File: src/rtl/cursor_motion_ctrl.sv
// Cursor position/size owner: per-frame keyboard stepping with hold-to-accelerate and edge clamping.
// Define CURSOR_WRAP_EN to jump to the opposite edge instead of clamping.
module cursor_motion_ctrl #(
  parameter int unsigned X_CENTER     = 320,
  parameter int unsigned Y_CENTER     = 240,
  parameter int unsigned X_MAX        = 639,
  parameter int unsigned Y_MAX        = 479,
  parameter int unsigned CURSOR_SIZE  = 4,
  parameter int unsigned MAX_STEP     = 8,
  parameter int unsigned ACCEL_FRAMES = 4
) (
  input  logic       Clk,
  input  logic       Reset,
  input  logic       frame_clk,
  input  logic [7:0] keycode,
  output logic [9:0] CursorX,
  output logic [9:0] CursorY,
  output logic [9:0] Cursor_size,
  output logic       select
);

  localparam logic [10:0] MIN_POS = 11'(CURSOR_SIZE);
  localparam logic [10:0] X_LIM   = 11'(X_MAX - CURSOR_SIZE);
  localparam logic [10:0] Y_LIM   = 11'(Y_MAX - CURSOR_SIZE);
  localparam logic [7:0]  KC_UP    = 8'h1A;
  localparam logic [7:0]  KC_DOWN  = 8'h16;
  localparam logic [7:0]  KC_LEFT  = 8'h04;
  localparam logic [7:0]  KC_RIGHT = 8'h07;
  localparam logic [7:0]  KC_SPACE = 8'h2C;

  typedef enum logic {IDLE, MOVING} state_t;
  typedef enum logic [2:0] {DIR_NONE, DIR_UP, DIR_DOWN, DIR_LEFT, DIR_RIGHT} dir_t;

  state_t      state_q, state_d;
  dir_t        prev_dir_q, prev_dir_d;
  dir_t        dir;
  logic [9:0]  x_q, x_d, y_q, y_d;
  logic [9:0]  step_q, step_d;
  logic [15:0] hold_cnt_q, hold_cnt_d;
  logic        s1_q, s2_q, s3_q;
  logic [7:0]  kc_prev_q;
  logic        select_q, select_d;
  logic        tick;
  logic        do_move;
  logic [9:0]  move_amt;

  // Positions never exceed the limit, so the low 10 bits of the 11-bit result are exact.
  function automatic logic [9:0] next_pos(input logic [9:0] pos, input logic [9:0] amt,
                                          input logic [10:0] limit, input logic dec);
    logic [10:0] p, a, r;
    p = {1'b0, pos};
    a = {1'b0, amt};
    if (dec) begin
      if (p < MIN_POS + a) begin
`ifdef CURSOR_WRAP_EN
        r = limit;
`else
        r = MIN_POS;
`endif
      end else begin
        r = p - a;
      end
    end else begin
      if (p + a > limit) begin
`ifdef CURSOR_WRAP_EN
        r = MIN_POS;
`else
        r = limit;
`endif
      end else begin
        r = p + a;
      end
    end
    return r[9:0];
  endfunction

  assign tick = s2_q & ~s3_q;

  always_comb begin
    dir = DIR_NONE;
    case (keycode)
      KC_UP:    dir = DIR_UP;
      KC_DOWN:  dir = DIR_DOWN;
      KC_LEFT:  dir = DIR_LEFT;
      KC_RIGHT: dir = DIR_RIGHT;
      default:  dir = DIR_NONE;
    endcase
  end

  always_comb begin
    state_d    = state_q;
    prev_dir_d = prev_dir_q;
    step_d     = step_q;
    hold_cnt_d = hold_cnt_q;
    x_d        = x_q;
    y_d        = y_q;
    do_move    = 1'b0;
    move_amt   = 10'd0;

    if (tick) begin
      case (state_q)
        IDLE: begin
          if (dir != DIR_NONE) begin
            state_d    = MOVING;
            do_move    = 1'b1;
            move_amt   = 10'd1;
            step_d     = 10'd1;
            hold_cnt_d = 16'd1;
            prev_dir_d = dir;
          end
        end
        MOVING: begin
          if (dir == DIR_NONE) begin
            state_d    = IDLE;
            step_d     = 10'd1;
            hold_cnt_d = 16'd0;
            prev_dir_d = DIR_NONE;
          end else if (dir == prev_dir_q) begin
            do_move  = 1'b1;
            move_amt = step_q;
            // The step bump takes effect on the following tick, not this one.
            if (hold_cnt_q + 16'd1 >= 16'(ACCEL_FRAMES)) begin
              hold_cnt_d = 16'd0;
              step_d     = (step_q >= 10'(MAX_STEP)) ? 10'(MAX_STEP) : step_q + 10'd1;
            end else begin
              hold_cnt_d = hold_cnt_q + 16'd1;
            end
          end else begin
            do_move    = 1'b1;
            move_amt   = 10'd1;
            step_d     = 10'd1;
            hold_cnt_d = 16'd1;
            prev_dir_d = dir;
          end
        end
        default: state_d = IDLE;
      endcase
    end

    if (do_move) begin
      case (dir)
        DIR_UP:    y_d = next_pos(y_q, move_amt, Y_LIM, 1'b1);
        DIR_DOWN:  y_d = next_pos(y_q, move_amt, Y_LIM, 1'b0);
        DIR_LEFT:  x_d = next_pos(x_q, move_amt, X_LIM, 1'b1);
        DIR_RIGHT: x_d = next_pos(x_q, move_amt, X_LIM, 1'b0);
        default:   ;
      endcase
    end
  end

  always_comb begin
    select_d = (keycode == KC_SPACE) && (kc_prev_q != KC_SPACE);
  end

  always_ff @(posedge Clk or negedge Reset) begin
    if (!Reset) begin
      s1_q       <= 1'b0;
      s2_q       <= 1'b0;
      s3_q       <= 1'b0;
      state_q    <= IDLE;
      prev_dir_q <= DIR_NONE;
      step_q     <= 10'd1;
      hold_cnt_q <= 16'd0;
      x_q        <= 10'(X_CENTER);
      y_q        <= 10'(Y_CENTER);
      kc_prev_q  <= 8'h00;
      select_q   <= 1'b0;
    end else begin
      s1_q       <= frame_clk;
      s2_q       <= s1_q;
      s3_q       <= s2_q;
      state_q    <= state_d;
      prev_dir_q <= prev_dir_d;
      step_q     <= step_d;
      hold_cnt_q <= hold_cnt_d;
      x_q        <= x_d;
      y_q        <= y_d;
      kc_prev_q  <= keycode;
      select_q   <= select_d;
    end
  end

  assign CursorX     = x_q;
  assign CursorY     = y_q;
  assign Cursor_size = 10'(CURSOR_SIZE);
  assign select      = select_q;

endmodule

File: config.mk
export PLATFORM = sky130hd
export DESIGN_NAME = cursor_motion_ctrl
export DESIGN_NICKNAME = d
export VERILOG_FILES = /design/src/rtl/cursor_motion_ctrl.sv
export SDC_FILE = /design/constraint.sdc
export NUM_CORES = 1
export LEC_CHECK = 0
export ABC_AREA = 0
export ABC_CLOCK_PERIOD_IN_PS = 6300
export CORE_MARGIN = 2
export CORE_UTILIZATION = 34
export CTS_CLUSTER_DIAMETER = 200
export DETAILED_ROUTE_END_ITERATION = 8
export GPL_TIMING_DRIVEN = 0
export PLACE_DENSITY_LB_ADDON = 0.2
export REMOVE_ABC_BUFFERS = 1
export SYNTH_ARGS = -nofsm -noshare
export SYNTH_HDL_FRONTEND = slang
export SYNTH_SLANG_ARGS = --single-unit
File: constraint.sdc
create_clock -name Clk -period 6.3 [get_ports Clk]
set_clock_uncertainty 0.2 [all_clocks]
set_input_delay 1.575 -clock Clk [delete_from_list [all_inputs] [get_ports Clk]]
set_output_delay 1.575 -clock Clk [all_outputs]
set_load 0.1 [all_outputs]
* After elaboration in Yosys (flattened, before gate mapping)
Index checks and enable logic that the tools add are counted.
** Word-level totals
- Register bits after elaboration :: 62
- Word-level logic and storage cells :: 82
- Output and inout bits :: 31
** Operators by class
- $add $sub $neg :: 7
- Equal/unequal tests :: 14
- Reduce and logical (&&, ||, !) cells :: 10
- Magnitude comparators :: 6
- Multiplexer cells :: 31
- Bitwise gates (word level) :: 3
** Operators by type and width (number)
- 2-to-1 mux 10 bit :: 12
- case mux 10 bit (2 select lines) :: 4
- 2-to-1 mux 16 bit :: 4
- case mux 16 bit (2 select lines) :: 1
- adder 10 x 10 -> 11 bit :: 2
- less-than comparator 10 x 11 -> 1 bit :: 2
- subtractor 10 bit :: 2
- adder 16 x 1 -> 16 bit (second input constant) :: 1
- == test 8 x 3 -> 1 bit (second input constant) :: 2
- == test 8 x 5 -> 1 bit (second input constant) :: 2
- >= comparator 16 x 3 -> 1 bit (second input constant) :: 1
- case mux 3 bit (4 select lines) :: 1
- adder 3 x 10 -> 11 bit (first input constant) :: 1
- > comparator 11 x 10 -> 1 bit (second input constant) :: 1
- > comparator 11 x 9 -> 1 bit (second input constant) :: 1
- adder 10 x 1 -> 10 bit (second input constant) :: 1
- >= comparator 10 x 4 -> 1 bit (second input constant) :: 1
- 2-to-1 mux 3 bit :: 3
- == test 8 x 6 -> 1 bit (second input constant) :: 1
- inequality test 8 x 6 -> 1 bit (second input constant) :: 1
- == test 3 x 2 -> 1 bit (second input constant) :: 2
- case mux 3 bit (2 select lines) :: 1
- AND reduction 2 bit :: 3
- AND reduction 3 bit :: 2
- other kinds (14) :: 19

* Depth between registers and ports, before layout
- Word-level depth :: 11
- Depth in mapped cells :: 22
- Gate-level depth less buffers :: 20

* Worst setup path after synthesis
OpenSTA, ideal clock, no wires.
- Kind :: input to register
- From :: in keycode[4]
- To :: reg x_q[7], in the netlist CursorX[7]
- Buffers on the path :: 2
- Required time :: 5977 ps
- Cell stages on the path :: 20
- Arrival :: 5633 ps
- Setup slack :: 344 ps
- Library setup time :: 123 ps
- Path through :: buf_4 -> nor4bb_1 -> a22oi_1 -> a211o_1 -> a2111oi_2 -> buf_2 -> nand2_1 -> inv_1 -> ha_1 -> and4_1 -> nand3_1 -> xnor2_1 -> nand2_1 -> ha_1 -> a2111o_1 -> o31ai_1 -> nor2_2 -> a31oi_1 -> a22o_1 -> a21oi_1
** On the way
- Cells in the longest elaborated chain, start to end :: 11
- Elaborated cells between the ends (all ways) :: 29
** Ends and longest elaborated chain
- start, declared :: line 15 : input logic [7:0] keycode,
- == test 8 x 3 -> 1 bit / == test 8 x 5 -> 1 bit (equally long branches) :: line 81 : case (keycode)
- case mux 3 bit (4 select lines) (*) :: line 81
- == test 3 bit :: line 118 : end else if (dir == prev_dir_q) begin
- 2-to-1 mux 10 bit :: line 118
- 2-to-1 mux 10 bit :: line 113 : if (dir == DIR_NONE) begin
- case mux 10 bit (2 select lines) :: line 101 : case (state_q)
- 2-to-1 mux 10 bit :: line 100 : if (tick) begin
- adder 10 x 10 -> 11 bit / adder 3 x 10 -> 11 bit (equally long branches) :: line 71, 54
- > comparator 11 x 10 -> 1 bit / less-than comparator 10 x 11 -> 1 bit (equally long branches) :: line 64, 54
- 2-to-1 mux 10 bit (on tied branches) :: line 64, 54
- case mux 10 bit (2 select lines) :: line 141 : case (dir)
- end signal, assigned :: line 164 : x_q <= 10'(X_CENTER);
- end, declared :: line 37 : logic [9:0] x_q, x_d, y_q, y_d;
Every way passes the cells marked *; elsewhere a longest branch is shown, timed or not.
A chain may end at the register's enable or synchronous reset.

* Worst setup path after layout
Ends and elaborated chain as after synthesis.

==> out/results.tsv <==
stage	metric	value	unit
outcome	outcome	finished, final reports clean	
route	top_layer_used	met4	
synth	synth_simple_gate_area_frac	0.215	
synth	ys_top_cells_by_count	59 x ha_1, 55 x dfrtp_1, 47 x nand2_1, 45 x nor2_1, 41 x a21oi_1	
pwr	power.internal	780	uW
synth	synth.top_cells.by_area	dfrtp_1 25%, ha_1 13%, xnor2_1 3.8%	
floorplanning	die_h	131	microns
route	drtIter0Drc	324	
final_layout	nets	738	
timing	slew_viol_final	0	
critical_path	worstPathArrival	6.03	ns
timing	worstMarginPinSlew	0.981	ns
route	firstDrtPassIters	6	
critical_path	regToRegStartpoint	prev_dir_q[2]	
critical_path	r2r-end	CursorX[7]	
synth	synth_top_family_by_area	compound AO/OA/AOI/OAI gates	
global_routing	grt_pass1_vias	4669	
cts	htree_levels	3	
worst_hold_path	worstHoldEndpoint	s2_q	
final_layout	synthToLayoutAreaGrowth	16.7	%
global_routing	grt_max_degree	63	
place	gp_congestion	0.845	
floorplanning	ios	42	
floorplanning	num_rows	46	
timing	hold_ws	0.152	ns
route	ant_nets	0	
pwr	p_leak	2.80	nW
synth	synth_compound_area_frac	0.232	
synth	yosysTopAreaCell	dfrtp_1	
synth	ys.flop_type	dfrtp_1	
worst_hold_path	hold_depth	0	
pwr	seqPwrFrac	0.366	
place	dpl.hpwl	10.8	mm
synth	synth_most_common_cell	ha_1	
pwr	power.ir.vdd_worst	0.000128	V
critical_path	cp_max_fo	11	
route	via_per_inst	5.39	
timing	max_freq	167	MHz
pwr	switching_share	0.314	
pwr	comb_power_share	0.179	
timing	setup_viol	0	
final_layout	drive_gt1_frac	0.114	
worst_hold_path	min_from	s1_q	
synth	ys_ff_latch	62	
critical_path	worstSetupEndpointType	flop	
synth	synth_edf_count	0	
cts	cts_root_buf	clkbuf_16	
synth	synthAdderAreaFrac	0.149	
floorplanning	start_util	0.347	
synth	syn_area_per_cell	8.64	sq um
synth	synthMuxAreaShare	0.00592	
floorplanning	die_area	17200	sq um
cts	hold_buffers	0	
timing	finalSetupTns	0	ns
cts	clock_path_buffers	2	
pwr	powerDensity	177	nW/um^2
global_routing	grt_usage	0.167	
timing	max_slew_margin	0.344	
timing	fin_crit_sh	0.949	
synth	synth.distinct_cells	76	
synth	synth_area	5500	sq um
global_routing	grt_overflow	0	
final_layout	diodes	0	
critical_path	worstPathRequired	6.35	ns
cts	clock-sinks	62	
route	num_vias	4769	
critical_path	crit_path_start_kind	input port	
cts	clk_pin_slew	0.06	ns
floorplanning	die_w	131	microns
global_routing	grt_pass1_wl	23.6	mm
place	port_buffers	31	
cts	clk-insertion-delay-late	0.34	ns
route	wl_met2	6.57	mm
critical_path	reg2reg_slack	1.66	ns
synth	yosysSeqAreaShare	0.284	
worst_hold_path	hold_class	flop to flop	
route	wl_per_cell	16.0	microns
timing	hold_viol	0	
route	route.met3.wl	657	microns
pwr	switchingPower	358	uW
synth	async_reset_ff_frac	1.00	
route	wl_met1	6.70	mm
cts	cts_tree	done	
cts	cts-buffers-inserted	9	
critical_path	reg2reg_depth	19	
global_routing	antenna_found_initial	0	
pwr	power_frac_clock	0.455	
route	route.detailed.drc	0	
flow_run	max_cap_violations	0	
synth	ys.warnings.count	0	
floorplanning	core	15800	sq um
synth	synth_top_area_share	0.250	
synth	synth_cells	636	
route	drt-total-wl	14.1	mm
critical_path	critical_path_class	input port to flop	
synth	synth-xor-area-share	0.0590	
timing	fin_crit	5.98	ns
what timing repair did:
action                     CTS  global route
buffers inserted             4             5
gates resized for setup     17            25
pin swaps                    2             4
setup endpoints to repair   20            20
registers in the layout (all words and copies together) (netlist names):
name,count
hold_cnt_q,16
CursorX,10
CursorY,10
step_q,10
kc_prev_q,8
prev_dir_q,3
s1_q,1
s2_q,1
s3_q,1
select,1
state_q,1
final cells by class:
| class | count | area, sq um |
|---|---|---|
| multi-input cells | 517 | 3780 |
| fillers | 1588 | 9410 |
| well taps | 216 | 270 |
| clock buffers | 9 | 225 |
| inverters | 33 | 124 |
| clock inverters | 7 | 80.1 |
| flip-flops and latches | 62 | 1560 |
| repair buffers | 41 | 372 |
power by group through the flow:
stage / sequential (mW) / clock (mW) / combinational, mW
finish: 0.417 / 0.518 / 0.203
global route: 0.419 / 0.548 / 0.218
CTS: 0.417 / 0.529 / 0.200
detailed placement: 0.424 / 0 / 0.194
global placement: 0.424 / 0 / 0.192
floorplan: 0.449 / 0 / 0.114
through the flow:
step / power, mW / utilization / instance area (sq um) / setup WS [ns] / instances
after CTS: 1.15 / 0.401 / 6340 / -0.00604 / 880
after global placement: 0.616 / 0.375 / 5930 / -1.74 / 859
final: 1.14 / 0.405 / 6420 / 0.322 / 885
after global routing: 1.18 / 0.405 / 6420 / -0.0104 / 885
after floorplan: 0.563 / - / 5350 / 0.104 / 612
after detailed placement: 0.619 / 0.375 / 5940 / -1.73 / 860
worst max-delay path by stage:
stage | start | endpoint | slack [ns] | cells past startpoint
floorplan | keycode[5] | CursorY[6] | 0.10 | 14
CTS | keycode[5] | CursorY[6] | -0.006 | 19
detailed placement | keycode[4] | CursorY[6] | -1.73 | 16
global placement | keycode[4] | CursorY[1] | -1.74 | 16
finish | keycode[4] | CursorX[7] | 0.32 | 21
global route | keycode[4] | CursorY[1] | -0.01 | 17
worst max-delay path: stages:
cell and delay, ns:
clkbuf_4 0.22, nor4bb_4 0.30, a22oi_1 0.12, a211o_2 0.41
a2111oi_4 0.32, buf_4 0.19, nand2_2 0.08, inv_1 0.13
ha_1 0.19, and4_2 0.28, nand3_1 0.10, xnor2_1 0.15
nand2_1 0.10, ha_1 0.30, a2111o_1 0.22, nor2_1 0.07
a21oi_2 0.18, o31ai_4 0.14, or4_1 0.52, a22o_1 0.25
a21oi_1 0.16
cells by family (layout without fill, tap and decap cells):
| family | Yosys count | in the layout |
|---|---|---|
| AND/OR/NAND/NOR | 224 | 224 |
| buffers and inverters | 65 | 90 |
| AO/OA/AOI/OAI | 180 | 180 |
| adder cells (fa/ha/maj) | 63 | 63 |
| other | 2 | 10 |
| flip-flops | 62 | 62 |
| multiplexers | 3 | 3 |
| XOR/XNOR | 37 | 37 |
metal layers:
layer | GRT usage | vias to the layer above
met3 | 0.0347 | 15
met2 | 0.276 | 114
met4 | 0.0465 | 0
met5 | 0 | -
li1 | - | 2357
met1 | 0.223 | 2283
layout by cell type (no fill, tap or decap), types with 9 or more instances in the layout:
cell type and n:
a211oi_1 12, a21o_1 10, a21oi_1 40, a31oi_1 9
and2_1 22, buf_4 10, clkbuf_16 9, clkdlybuf4s50_1 22
conb_1 10, dfrtp_1 55, ha_1 59, inv_1 32
nand2_1 45, nand2b_1 11, nand3_1 17, nor2_1 44
nor2b_1 13, nor3_1 20, o21ai_0 24, xnor2_1 23
xor2_1 13
(Power assumes the default switching activity.)
